`config.mk`:
```
export PLATFORM = sky130hd
export DESIGN_NAME = tdm_signal_multiplexer
export DESIGN_NICKNAME = d
export VERILOG_FILES = /design/src/rtl/tdm_mux_pkg.sv /design/src/rtl/tdm_chan_buffer.sv /design/src/rtl/tdm_signal_multiplexer.sv
export SDC_FILE = /design/constraint.sdc
export NUM_CORES = 1
export LEC_CHECK = 0
export BUFFER_PORTS_ARGS = -buffer_cell sky130_fd_sc_hd__buf_2
export CORE_ASPECT_RATIO = 1.1
export CORE_MARGIN = 2
export CORE_UTILIZATION = 51
export DETAILED_ROUTE_END_ITERATION = 16
export PLACE_DENSITY = 0.86
export SLEW_MARGIN = 10
export SYNTH_ARGS = -nofsm -noshare
export SYNTH_HDL_FRONTEND = slang
export SYNTH_SLANG_ARGS = --single-unit
```
`constraint.sdc`:
```
create_clock -name clk -period 2 [get_ports clk]
set_clock_uncertainty 0.05 [all_clocks]
set_input_delay 0 -clock clk [delete_from_list [all_inputs] [get_ports clk]]
set_output_delay 0 -clock clk [all_outputs]
set_load 0.05 [all_outputs]
```
`src/rtl/tdm_mux_pkg.sv`:
```
// Shared constants, helpers and types for the TDM signal multiplexer.
package tdm_mux_pkg;

    localparam int DEFAULT_NUM_CH = 4;
    localparam int DEFAULT_DATA_W = 1;

    // A one-channel configuration still needs a 1-bit select.
    function automatic int sel_width(input int num_ch);
        return (num_ch <= 1) ? 1 : $clog2(num_ch);
    endfunction

    typedef logic [sel_width(DEFAULT_NUM_CH)-1:0] slot_idx_t;

endpackage

```
`src/rtl/tdm_chan_buffer.sv`:
```
// One-entry holding register for a single TDM channel.
// A word is accepted only while empty; consume empties it.
module tdm_chan_buffer #(
    parameter int DATA_W = 1
) (
    input  logic              clk,
    input  logic              rst,
    input  logic [DATA_W-1:0] wr_data,
    input  logic              wr_valid,
    output logic              wr_ready,
    input  logic              rd_en,
    output logic [DATA_W-1:0] rd_data,
    output logic              rd_valid
);

    logic [DATA_W-1:0] hold_data_reg;
    logic              hold_vld_reg;

    // Ready is forced low during reset so that no producer sees a handshake.
    assign wr_ready = !hold_vld_reg && !rst;
    assign rd_data  = hold_data_reg;
    assign rd_valid = hold_vld_reg;

    // rd_en is only raised while full and an accept needs empty, so the two never coincide.
    always_ff @(posedge clk or posedge rst) begin
        if (rst) begin
            hold_data_reg <= '0;
            hold_vld_reg  <= 1'b0;
        end else if (rd_en) begin
            hold_vld_reg  <= 1'b0;
        end else if (wr_valid && wr_ready) begin
            hold_data_reg <= wr_data;
            hold_vld_reg  <= 1'b1;
        end
    end

endmodule

```
`src/rtl/tdm_signal_multiplexer.sv`:
```
// Round-robin TDM multiplexer: NUM_CH buffered channels merged into one
// slotted stream tagged with the channel index, plus a frame counter.
module tdm_signal_multiplexer
    import tdm_mux_pkg::*;
#(
    parameter int DATA_W = DEFAULT_DATA_W,
    parameter int NUM_CH = DEFAULT_NUM_CH,
    parameter int CNT_W  = 8,
    parameter int SEL_W  = sel_width(NUM_CH)
) (
    input  logic                     clk,
    input  logic                     rst,
    input  logic                     en,
    input  logic [NUM_CH*DATA_W-1:0] ch_data,
    input  logic [NUM_CH-1:0]        ch_valid,
    output logic [NUM_CH-1:0]        ch_ready,
    output logic [DATA_W-1:0]        data_out,
    output logic [SEL_W-1:0]         sel_out,
    output logic                     out_valid,
    output logic                     frame_start,
    output logic                     underrun,
    output logic [CNT_W-1:0]         frame_cnt
);

    generate
        if (NUM_CH < 2 || NUM_CH > 16) begin : g_bad_num_ch
            $error("tdm_signal_multiplexer: NUM_CH must be in 2..16");
        end
    endgenerate

    logic [SEL_W-1:0]  slot_reg;
    logic [SEL_W-1:0]  slot_next;
    logic              last_slot;
    logic [NUM_CH-1:0] hold_vld;
    logic [NUM_CH-1:0] consume;
    logic [DATA_W-1:0] hold_data [NUM_CH];
    logic [DATA_W-1:0] slot_data;
    logic              slot_vld;

    assign last_slot = (slot_reg == SEL_W'(NUM_CH - 1));
    assign slot_next = last_slot ? '0 : slot_reg + 1'b1;

    generate
        for (genvar gi = 0; gi < NUM_CH; gi++) begin : g_chan
            assign consume[gi] = en && (slot_reg == SEL_W'(gi)) && hold_vld[gi];

            tdm_chan_buffer #(
                .DATA_W (DATA_W)
            ) u_buf (
                .clk      (clk),
                .rst      (rst),
                .wr_data  (ch_data[gi*DATA_W +: DATA_W]),
                .wr_valid (ch_valid[gi]),
                .wr_ready (ch_ready[gi]),
                .rd_en    (consume[gi]),
                .rd_data  (hold_data[gi]),
                .rd_valid (hold_vld[gi])
            );
        end
    endgenerate

    // Explicit compare-based mux keeps the selection safe for non-power-of-two NUM_CH.
    always_comb begin
        slot_data = '0;
        slot_vld  = 1'b0;
        for (int i = 0; i < NUM_CH; i++) begin
            if (slot_reg == SEL_W'(i)) begin
                slot_data = hold_data[i];
                slot_vld  = hold_vld[i];
            end
        end
    end

    always_ff @(posedge clk or posedge rst) begin
        if (rst) begin
            slot_reg    <= '0;
            data_out    <= '0;
            sel_out     <= '0;
            out_valid   <= 1'b0;
            frame_start <= 1'b0;
            underrun    <= 1'b0;
            frame_cnt   <= '0;
        end else if (en) begin
            slot_reg    <= slot_next;
            sel_out     <= slot_reg;
            frame_start <= (slot_reg == '0);
            out_valid   <= slot_vld;
            underrun    <= !slot_vld;
            data_out    <= slot_vld ? slot_data : '0;
            if (last_slot) begin
                frame_cnt <= frame_cnt + 1'b1;
            end
        end else begin
            // sel_out keeps the last serviced slot while the stream is paused.
            data_out    <= '0;
            out_valid   <= 1'b0;
            frame_start <= 1'b0;
            underrun    <= 1'b0;
        end
    end

endmodule
```
-- After elaboration in Yosys (flattened, before gate mapping)
Index checks and enable logic that the tools add are counted.
- register bits after elaboration: 24
- input bits: 11
- output and inout port bits: 18
- logic and storage cells: 78
- add/sub/neg operators: 2
- equal/unequal tests: 3
- mux-type cells: 22
- bitwise logic cells: 4
- reduce and logical (&&, ||, !) cells: 32
- operators by type and width (operator ; count):
    1-bit two-way mux ; 21
    1-bit logical AND ; 16
    2-bit AND reduction ; 5
    8-bit by 1-bit adder with 8-bit output (second input constant) ; 1
    2-bit nonzero test ; 4
    1-bit zero test ; 6
    2-bit == test (second input constant) ; 2
    1-bit inverter ; 4
    2-bit by 1-bit adder with 2-bit output (second input constant) ; 1
    2-bit by 1-bit == test with 1-bit output (second input constant) ; 1
    2-bit zero test ; 1
    2-bit two-way mux ; 1

-- Logic depth before layout (Yosys ltp)
Gate-level depths: netlist of run 1.
- depth in word-level cells: 7
- depth in mapped cells: 5

-- By module
From an unflattened synthesis of run 1, not the netlist that was laid out.
- cell total of the unflattened synthesis: 105
- area total of the unflattened synthesis: 1183.6 um^2
- by module, submodules not included (module ; times used ; cells an instance ; area each (um^2) ; seq. area each (um^2)):
    tdm_signal_multiplexer ; 1 ; 69 ; 788.3 ; 400.4
    tdm_chan_buffer ; 4 ; 9 ; 98.8 ; 50.0

-- Least setup slack after synthesis of run 1
OpenSTA, ideal clock, no wires.
- path type: register to register
- from: register slot_reg[1]
- to: register data_out
- setup time: 111 ps
- arrival: 1397 ps
- required time: 1839 ps
- setup slack: 442 ps
- cell stages (with the launch flop): 6
- period minus slack after synthesis: 1558 ps
- cell sequence: dfrtp_1 inv_1 ha_1 nand3b_1 a221o_1 a2111oi_2
- word-level cells in the longest chain between the ends: 7
- RTL lines (element ; line ; RTL):
    start: declaration ; tdm_signal_multiplexer.sv:31 ; logic [SEL_W-1:0] slot_reg;
    start signal: assignment ; tdm_signal_multiplexer.sv:84 ; slot_reg <= slot_next;
    2-bit zero test ; tdm_signal_multiplexer.sv:67 ; if (slot_reg == SEL_W'(i)) begin
    1-bit two-way mux (4 in a row) ; tdm_signal_multiplexer.sv:67 ;
    1-bit two-way mux (*) ; tdm_signal_multiplexer.sv:89 ; data_out <= slot_vld ? slot_data : '0;
    1-bit two-way mux (*) ; tdm_signal_multiplexer.sv:83 ; end else if (en) begin
    end signal: assignment ; tdm_signal_multiplexer.sv:89 ;
    end: declaration ; tdm_signal_multiplexer.sv:17 ; output logic [DATA_W-1:0] data_out,
Mark *: on every way between the ends. The rest lies on a longest branch, timed or not.
A chain may end at the register's enable or synchronous reset.

-- Final worst setup path of run 1
- from: register slot_reg[1]
- to: register underrun
- word-level cells in the longest chain between the ends: 7
- RTL lines (element ; line ; RTL):
    2-bit zero test ; tdm_signal_multiplexer.sv:67 ;
    1-bit two-way mux (3 in a row) ; tdm_signal_multiplexer.sv:67 ;
    1-bit two-way mux (*) ; tdm_signal_multiplexer.sv:67 ;
    1-bit zero test (*) ; tdm_signal_multiplexer.sv:88 ; underrun <= !slot_vld;
    1-bit two-way mux (*) ; tdm_signal_multiplexer.sv:83 ;
    end signal: assignment ; tdm_signal_multiplexer.sv:88 ;
    end: declaration ; tdm_signal_multiplexer.sv:21 ; output logic underrun,
Marks and branches as above.

==> results of run 1 <==
## cell families (layout without fill, tap and decap cells)
kind of cell	Yosys count	in the layout	synth area share (%)
simple gates	32	32	13.3
flops	24	24	53.4
xor+xnor	7	7	5.45
compound gates	12	12	9.68
buf+inv	15	49	6.56
fa+ha+maj	5	5	5.56
mux	6	6	6.01
## routing by layer
layer | GRT usage [%] | up-vias | part of all wire, %
li1 | - | 399 | -
met1 | 22.2 | 392 | 45
met2 | 32.0 | 17 | 50
met3 | 2.54 | 4 | 3.4
met4 | 10.5 | 0 | 2.0
met5 | 0 | - | 0
## timing repair
item                                    in CTS  in global routing
hold endpoints to repair                    31                  0
hold buffers                                 9                  0
endpoints found under the setup margin       0                  0
## worst paths after layout
| path | from | endpoint | slack [ns] | cells past startpoint |
|---|---|---|---|---|
| min in group asynchronous | rst | g_chan[1].u_buf.rd_data | 0.41 | 3 |
| max in group asynchronous | rst | frame_cnt[6] | 0.95 | 3 |
| min | ch_valid[2] | g_chan[2].u_buf.rd_data | 0.03 | 4 |
| max | slot_reg[1] | underrun | 0.29 | 5 |
| min reg2reg | frame_cnt[7] | frame_cnt[7] | 0.43 | 1 |
| max reg2reg | slot_reg[1] | underrun | 0.29 | 5 |
## worst register-to-register path: cells and delay by family (launching register included)
kind	cells	cell delay, ns
AOI/OAI and AO/OA	2	0.54
adders and majority gates	1	0.28
buffers and inverters	1	0.11
DFF	1	0.44
and+or+nand+nor	1	0.24
## per-stage QoR
stage / total power (W) / util, % / hold slack, ns
after global placement: 0.00180 / 61.7 / 0.155
after global routing: 0.00220 / 67.2 / 0.0412
after detailed placement: 0.00185 / 61.7 / 0.163
after floorplan: 0.00165 / - / -0.0354
after CTS: 0.00207 / 67.2 / 0.0358
final: 0.00207 / 67.2 / 0.0344
## report_power, final
group	internal, W	total, W	leakage, nW	switching (W)
Clock	0.0000703	0.000201	0.0138	0.000131
Sequential	0.000670	0.000819	0.296	0.000150
Combinational	0.000356	0.00105	0.400	0.000691
## synth_stat cells
| master | n |
|---|---|
| nor3_1 | 3 |
| xnor2_1 | 3 |
| or3_1 | 1 |
| nor3b_1 | 2 |
| nor2_1 | 8 |
| buf_4 | 4 |
| nand3_1 | 2 |
| nand3b_1 | 1 |
| o21a_1 | 1 |
| buf_2 | 2 |
| nand2_1 | 12 |
| o21ai_0 | 4 |
| and2_1 | 1 |
| inv_1 | 9 |
| ha_1 | 5 |
| a2111oi_2 | 1 |
| a21oi_1 | 1 |
| a2111oi_4 | 1 |
| a21o_1 | 2 |
| xor2_1 | 4 |
| a221o_1 | 1 |
| mux2_2 | 6 |
| nand4_1 | 1 |
| and3b_1 | 1 |
| a22o_1 | 1 |
| dfrtp_1 | 24 |
## cell usage in the layout, fill, tap and decap left out
cell type	instances
buf_2	28
a221o_1	1
o21ai_0	4
or3_1	1
o21a_1	1
nor2_1	8
nor3_1	3
a2111oi_4	1
nand4_1	1
xor2_1	4
a22o_1	1
nand3b_1	1
and2_1	1
ha_1	5
a21oi_1	1
xnor2_1	3
nor3b_1	2
a21o_1	2
nand2_1	12
inv_1	9
dlygate4sd3_1	9
clkbuf_4	3
mux2_2	6
nand3_1	2
dfrtp_1	24
a2111oi_2	1
and3b_1	1
## final cells by class
cell class / count / area share (%)
flip-flops and latches: 24 / 43.8
inverters: 9 / 2.46
multi-input cells: 62 / 32.8
repair buffers: 37 / 16.8
well taps: 28 / 2.55
clock buffers: 3 / 1.64
==> metrics.csv, run 1 <==
metric,value,unit
largest-register,frame_cnt,
synth_top_area_cell,dfrtp_1,
leakagePower,0.710,nW
die_height,53.3,µm
synth-seq-cells,24,
gr-total-overflow,0,
crit_buf_inv,1,
crit_chain,inv_1 > ha_1 > and3b_1 > a2111oi_4 > o21a_1,
avgSynthCellArea,11.1,µm²
syn-cell-area,1120,µm²
vdd_drop_max,1020,µV
coreArea,2040,µm²
drive_gt1_share,28.9,%
final_net_count,153,
ys_seq_area_share,53.4,%
htreeDepth,1,
fin_setup_tns,0,ns
die_w,48.8,µm
rsz0062_at_grt,false,
setup_violations,0,
root_buffer,clkbuf_4,
slew_headroom,42.3,%
min_period,1.71,ns
grt_max_degree,25,
cp_slowest_cell,dfrtp_1,
largest_reg_flops,8,
crit_type,reg2reg,
clkTransAtPathRegs,0.12,ns
power_density,1510,nW/µm²
cts_sinks,24,
cp_max_fo,5,
port_buffers,28,
clock_path_buffers,2,
dr.pass1.iters,4,
place_inst,151,
multi_input_area,450,µm²
fin_area,1370,µm²
grt_pass1_vias,821,
clk_latency,0.31,ns
drc,0,
critPathCaptureType,flip-flop,
vias,812,
finalCritPeriodShare,85.7,%
initial_core_util,55.1,%
hpwl,1.49,mm
drtAntennaViolNets,0,
tightestPinTransition,0.864,ns
ctsResizeCount,0,
slew_viol_final,0,
routed_wl,2.09,mm
wl_per_cell,12.8,µm
area_growth,22.0,%
place_ws,0.307,ns
critPathArrivalTime,1.91,ns
synth_cell_type_count,26,
synth_area_leaders,"dfrtp_1, mux2_2, ha_1",
netlist_instances,101,
cts_tree,built,
antenna_found_initial,0,
fmax,0.584,GHz
drt_iter0_markers,15,
numCtsBuffers,3,
instances_no_fill,163,
yosysTopAreaCellShare,53.4,%
nFillCells,170,
start_kind,flip-flop,
critPathMaxStageDelay,0.44,ns
rows,17,
regArea,601,µm²
path_delay_family,compound AO/OA/AOI/OAI gates,
boundaryPins,29,
dieArea,2600,µm²
grt_pass1_wl,3.53,mm
gr-usage-all-layers,18.4,%
viasPerCell,4.98,
place.gp.congestion,0.786,
status,"complete, no violations",
cap_violations,0,
placed_area,1260,µm²
required,2.20,ns
antenna_cells,0,
postCtsSetupRepairBufs,0,
worst_slack,0.287,ns
hold_viol,0,
hold_path_class,in2reg,
yosys_warnings,0,
synthesis.nets,117,
Note: power is estimated with default switching activity, not from simulation.
==> run 2: changes to the inputs <==
--- a/config.mk
+++ b/config.mk
@@ -8,9 +8,9 @@
 export BUFFER_PORTS_ARGS = -buffer_cell sky130_fd_sc_hd__buf_2
 export CORE_ASPECT_RATIO = 1.1
 export CORE_MARGIN = 2
-export CORE_UTILIZATION = 51
+export CORE_UTILIZATION = 55
 export DETAILED_ROUTE_END_ITERATION = 16
-export PLACE_DENSITY = 0.86
+export PLACE_DENSITY = 0.91
 export SLEW_MARGIN = 10
 export SYNTH_ARGS = -nofsm -noshare
 export SYNTH_HDL_FRONTEND = slang
==> constraint.sdc (replaced) <==
create_clock -name clk -period 2.1 [get_ports clk]
set_clock_uncertainty 0.05 [all_clocks]
set_input_delay 0 -clock clk [delete_from_list [all_inputs] [get_ports clk]]
set_output_delay 0 -clock clk [all_outputs]
set_load 0.05 [all_outputs]
==> run 2 against run 1 <==
Die area shrank 6.7%; combinational power fell by 5%; power rose by 2.0%; cell count is 0.61% higher; register-to-register slack improved by 0.05 ns; sequential cell count is the same; count of clock-buffer cells in the layout unchanged; maximum frequency shrank 2.9%; global-route usage up 1.6 points; non-clock buffer count is the same; critical path depth stayed put; routed wire length decreased by 4.4%; critical endpoint is now data_out; largest cell class unchanged; largest power group unchanged.
==> metrics.csv, run 2 (synthesis results as in run 1) <==
metric,value,unit,change
status,"complete, no violations",,unchanged
place_inst,151,,unchanged
wl_per_cell,12.2,µm,was 12.8 µm
instances_no_fill,164,,was 163
pwr-share-seq,36.8,%,was 39.6%
die_w,47.1,µm,was 48.8 µm
drt_iter0_markers,8,,was 15
clkTransAtPathRegs,0.13,ns,was 0.12 ns
slew_viol_final,0,,unchanged
cts_tree,built,,unchanged
finalPower,0.00211,W,was 0.00207 W
vias,812,,unchanged
drtAntennaViolNets,0,,unchanged
final_net_count,153,,unchanged
final_common_cell,buf_2,,unchanged
fin_area,1400,µm²,was 1370 µm²
crit_chain,inv_1 > ha_1 > a21oi_1 > a221o_1 > a2111oi_2,,was inv_1 > ha_1 > and3b_1 > a2111oi_4 > o21a_1
coreArea,1980,µm²,was 2040 µm²
final_cell_mix,"buf_2, dfrtp_1, nand2_1, inv_1, dlygate4sd3_1",,unchanged
viasPerCell,4.95,,was 4.98
critPathCaptureType,flip-flop,,unchanged
root_buffer,clkbuf_4,,unchanged
largest-register,frame_cnt,,unchanged
cp_slowest_cell,dfrtp_1,,unchanged
crit_type,reg2reg,,unchanged
die_height,51.4,µm,was 53.3 µm
switching_share,44.6,%,was 47.0%
hold_viol,0,,unchanged
rows,17,,unchanged
clock_path_buffers,2,,unchanged
initial_core_util,56.9,%,was 55.1%
pwr-share-clk,15.7,%,was 9.7%
clk_latency,0.32,ns,was 0.31 ns
drive_gt1_share,29.4,%,was 28.9%
fin_setup_tns,0,ns,unchanged
setup_violations,0,,unchanged
hpwl,1.47,mm,was 1.49 mm
final_core_util,70.9,%,was 67.2%
antenna_found_initial,0,,unchanged
slew_headroom,43.0,%,was 42.3%
cap_violations,0,,unchanged
min_period,1.76,ns,was 1.71 ns
grt_pass1_wl,3.40,mm,was 3.53 mm
critPathMaxStageDelay,0.45,ns,was 0.44 ns
rsz0062_at_grt,false,,unchanged
vdd_drop_max,901,µV,was 1020 µV
antenna_cells,0,,unchanged
largest_reg_flops,8,,unchanged
grt_max_degree,25,,unchanged
hold_path_class,in2reg,,unchanged
gr-total-overflow,0,,unchanged
dr.pass1.iters,4,,unchanged
p_switching,0.000941,W,was 0.000971 W
grt_pass1_vias,790,,was 821
numCtsBuffers,3,,unchanged
required,2.26,ns,was 2.20 ns
power_density,1500,nW/µm²,was 1510 nW/µm²
fmax,0.567,GHz,was 0.584 GHz
postCtsSetupRepairBufs,0,,unchanged
comb_power_share,47.5,%,was 50.6%
routed_wl,2.00,mm,was 2.09 mm
port_buffers,28,,unchanged
placed_area,1260,µm²,unchanged
leakagePower,0.724,nW,was 0.710 nW
critPathArrivalTime,1.93,ns,was 1.91 ns
area_growth,24.7,%,was 22.0%
internal-power,0.00117,W,was 0.00110 W
gr-usage-all-layers,20.0,%,was 18.4%
cp_max_fo,5,,unchanged
tightestPinTransition,0.853,ns,was 0.864 ns
start_kind,flip-flop,,unchanged
cts_sinks,24,,unchanged
dieArea,2420,µm²,was 2600 µm²
finalCritPeriodShare,84.0,%,was 85.7%
boundaryPins,29,,unchanged
htreeDepth,1,,unchanged
place.gp.congestion,0.761,,was 0.786
drc,0,,unchanged
run 2: timing repair:
item	in CTS	in global routing
gates resized for setup	0	0
endpoints found under the setup margin	0	0
hold buffers	9	0
endpoints found under the hold margin	32	0
run 2: routing by layer:
layer	part of all wire, %	vias up	track usage, %
li1	-	399	-
met1	44	382	24.1
met2	49	23	32.2
met3	3.9	8	3.89
met4	3.0	0	11.1
met5	0	-	0
run 2: worst paths after layout:
kind                               from                        to  slack [ns]  cells past startpoint
setup reg to reg            slot_reg[0]                  data_out        0.34                      5
hold reg to reg            frame_cnt[7]              frame_cnt[7]        0.42                      1
max in group asynchronous           rst                  data_out        1.08                      3
min in group asynchronous           rst  g_chan[3].u_buf.rd_valid        0.39                      3
setup / recovery            slot_reg[0]                  data_out        0.34                      5
hold / removal              ch_valid[1]  g_chan[1].u_buf.rd_valid        0.04                      3
run 2: layout make-up:
class                           count  area [µm²]
Sequential cell                    24         601
Fill cell                         142         576
Multi-Input combinational cell     62         450
Timing Repair Buffer               37         230
Tap cell                           28        35.0
Inverter                            9        33.8
Clock inverter                      1        30.0
Clock buffer                        3        22.5
run 2: critical path, delay by kind of cell, from the launching register on:
kind / cells / cell delay (ns)
buffers and inverters: 1 / 0.11
adders and majority gates: 1 / 0.30
DFF: 1 / 0.45
AOI/OAI and AO/OA: 3 / 0.75
run 2: stage by stage:
stage	setup slack [ns]	hold slack, ns
final	0.336	0.0445
after detailed placement	0.383	0.174
after global routing	0.194	0.0463
after CTS	0.350	0.0421
after floorplan	0.542	-0.0354
after global placement	0.502	0.157
run 2: power groups by stage:
stage	clock network (W)	registers [W]	logic, W
6_report	0.000331	0.000777	0.00100
5_1_grt	0.000353	0.000801	0.00108
4_1_cts	0.000334	0.000773	0.00100
3_5_place_dp	0	0.000784	0.000973
3_3_place_gp	0	0.000774	0.000937
2_1_floorplan	0	0.00105	0.000519
==> run 3: changes to the inputs <==
--- a/config.mk
+++ b/config.mk
@@ -8,9 +8,9 @@
 export BUFFER_PORTS_ARGS = -buffer_cell sky130_fd_sc_hd__buf_2
 export CORE_ASPECT_RATIO = 1.1
 export CORE_MARGIN = 2
-export CORE_UTILIZATION = 55
+export CORE_UTILIZATION = 46
 export DETAILED_ROUTE_END_ITERATION = 16
-export PLACE_DENSITY = 0.91
+export PLACE_DENSITY = 0.83
 export SLEW_MARGIN = 10
 export SYNTH_ARGS = -nofsm -noshare
 export SYNTH_HDL_FRONTEND = slang
==> constraint.sdc (replaced) <==
create_clock -name clk -period 1.6 [get_ports clk]
set_clock_uncertainty 0.05 [all_clocks]
set_input_delay 0 -clock clk [delete_from_list [all_inputs] [get_ports clk]]
set_output_delay 0 -clock clk [all_outputs]
set_load 0.05 [all_outputs]
==> run 3 against run 2 <==
The flow now finishes with violations (setup timing); core utilization is 6.5 points lower; routed wire length is 13% higher; final area grew 4.5%; global-route usage fell by 4.1 points; critical endpoint is now g_chan[0].u_buf.rd_data; largest power group unchanged; highest routed layer unchanged.
==> metrics.csv, run 3 (synthesis results as in run 1) <==
metric,value,unit,change
status,"finished, violations left",,"was complete, no violations"
violations,setup timing,,
antenna_cells,0,,unchanged
wl_per_cell,13.3,µm,was 12.2 µm
dieArea,2860,µm²,was 2420 µm²
fmax,0.615,GHz,was 0.567 GHz
final_core_util,64.4,%,was 70.9%
htreeDepth,1,,unchanged
clkTransAtPathRegs,0.12,ns,was 0.13 ns
place.gp.congestion,0.834,,was 0.761
slew_viol_final,0,,unchanged
cp_max_fo,3,,was 5
required,1.74,ns,was 2.26 ns
reg2reg_setup_slack,-0.03,ns,was 0.34 ns
hold_viol,0,,unchanged
r2r-end,g_chan[0].u_buf.rd_data,,was data_out
hold_path_class,in2reg,,unchanged
vias,851,,was 812
root_buffer,clkbuf_4,,unchanged
whs_path_depth,3,,unchanged
critPathArrivalTime,1.77,ns,was 1.93 ns
fin_setup_tns,-0.0269,ns,was 0 ns
clock_path_buffers,2,,unchanged
finalCritPeriodShare,102,%,was 84.0%
crit_buf_inv,1,,unchanged
cp_slowest_cell,dlygate4sd3_1,,was dfrtp_1
final_cell_mix,"buf_2, dfrtp_1, nand2_1, dlygate4sd3_1",,"was buf_2, dfrtp_1, nand2_1, inv_1, dlygate4sd3_1"
drtAntennaViolNets,0,,unchanged
rr_worst_depth,4,,was 5
critPathMaxStageDelay,0.55,ns,was 0.45 ns
largest_reg_flops,8,,unchanged
start_kind,flip-flop,,unchanged
hpwl,1.50,mm,was 1.47 mm
gr-total-overflow,0,,unchanged
coreArea,2270,µm²,was 1980 µm²
min_period,1.63,ns,was 1.76 ns
final_net_count,158,,was 153
place_ws,-0.0700,ns,was 0.383 ns
power_density,1890,nW/µm²,was 1500 nW/µm²
crit_type,reg2reg,,unchanged
worst_slack,-0.0265,ns,was 0.336 ns
tightestPinTransition,0.380,ns,was 0.853 ns
viasPerCell,5.01,,was 4.95
worstReg2RegStart,g_chan[0].u_buf.rd_valid,,was slot_reg[0]
rows,18,,was 17
nFillCells,157,,was 142
boundaryPins,29,,unchanged
area_growth,30.3,%,was 24.7%
path_delay_family,buffers and inverters,,was compound AO/OA/AOI/OAI gates
gr-usage-all-layers,15.9,%,was 20.0%
numCtsBuffers,3,,unchanged
dr.pass1.iters,4,,unchanged
routed_wl,2.26,mm,was 2.00 mm
leakagePower,0.731,nW,was 0.724 nW
crit_chain,nor2_2 > nand2_1 > mux2_2 > dlygate4sd3_1,,was inv_1 > ha_1 > a21oi_1 > a221o_1 > a2111oi_2
largest-register,frame_cnt,,unchanged
drive_gt1_share,38.6,%,was 29.4%
final_common_cell,buf_2,,unchanged
clk_latency,0.29,ns,was 0.32 ns
finalPower,0.00276,W,was 0.00211 W
vdd_drop_max,1320,µV,was 901 µV
die_height,55.9,µm,was 51.4 µm
grt_max_degree,25,,unchanged
cts_sinks,24,,unchanged
grt_pass1_wl,3.50,mm,was 3.40 mm
hold_end,g_chan[1].u_buf.rd_valid,,unchanged
port_buffers,28,,unchanged
cts_tree,built,,unchanged
initial_core_util,49.4,%,was 56.9%
critPathCaptureType,flip-flop,,unchanged
rsz0062_at_grt,true,,was false
antenna_found_initial,0,,unchanged
grt_pass1_vias,833,,was 790
worstHoldStart,ch_valid[1],,unchanged
drt_iter0_markers,33,,was 8
slew_headroom,74.7,%,was 43.0%
cap_violations,0,,unchanged
die_w,51.2,µm,was 47.1 µm
setup_violations,2,,was 0
hold_ws,0.0665,ns,was 0.0445 ns
drc,0,,unchanged
-- run 3: cell types whose count changed in the layout (fill, tap and decap cells not counted), moves of 2 or more --
cell	change
buf_4	+5
ha_1	-4
ha_4	+3
inv_1	-2
-- run 3: routing by layer --
layer	global-route usage (%)	vias up	wire length (µm)
met2	26.9	26	1130
met1	20.4	405	995
met4	5.41	0	38
met3	2.42	4	92
li1	-	416	-
met5	0	-	0
-- run 3: cell type report --
class	instances	area [µm²]	area share, %
inverters	9	36.3	2.48
repair buffers	42	268	18.3
clock buffers	3	22.5	1.54
multi-input cells	62	499	34.1
well taps	30	37.5	2.56
flip-flops and latches	24	602	41.1
-- run 3: tightest hold or removal path, stage by stage --
cell     delay (ns)
buf_2          0.10
nor3b_1        0.14
a21o_1         0.15
-- run 3: how the worst max path moves through the flow --
stage	startpoint	end	slack [ns]	cells after the start
6_report	g_chan[0].u_buf.rd_valid	g_chan[0].u_buf.rd_data	-0.03	4
5_1_grt	g_chan[0].u_buf.rd_valid	g_chan[0].u_buf.rd_data	-0.11	4
4_1_cts	slot_reg[0]	frame_cnt[7]	0.005	4
3_5_place_dp	slot_reg[0]	data_out	-0.07	5
3_3_place_gp	slot_reg[0]	data_out	0.004	5
2_1_floorplan	slot_reg[1]	data_out	0.04	5
-- run 3: stage by stage --
stage / instances / instance area (µm²)
finish: 170 / 1470
global route: 170 / 1470
CTS: 169 / 1430
detailed placement: 155 / 1280
global placement: 155 / 1280
floorplan: 101 / 1120
-- run 3: where the power goes --
group,switching (W),internal [W]
clock,0.000159,0.0000875
combinational,0.000932,0.000549
sequential,0.000198,0.000839
total,0.00129,0.00148
-- run 3: repair_timing --
| action | 4_1_cts | 5_1_grt |
|---|---|---|
| setup endpoints to repair | 3 | 8 |
| gates resized for setup | 7 | 7 |
| pin swaps | 3 | 3 |
| setup buffers | 2 | 1 |
| hold buffers | 9 | 0 |
| hold endpoints to repair | 31 | 0 |
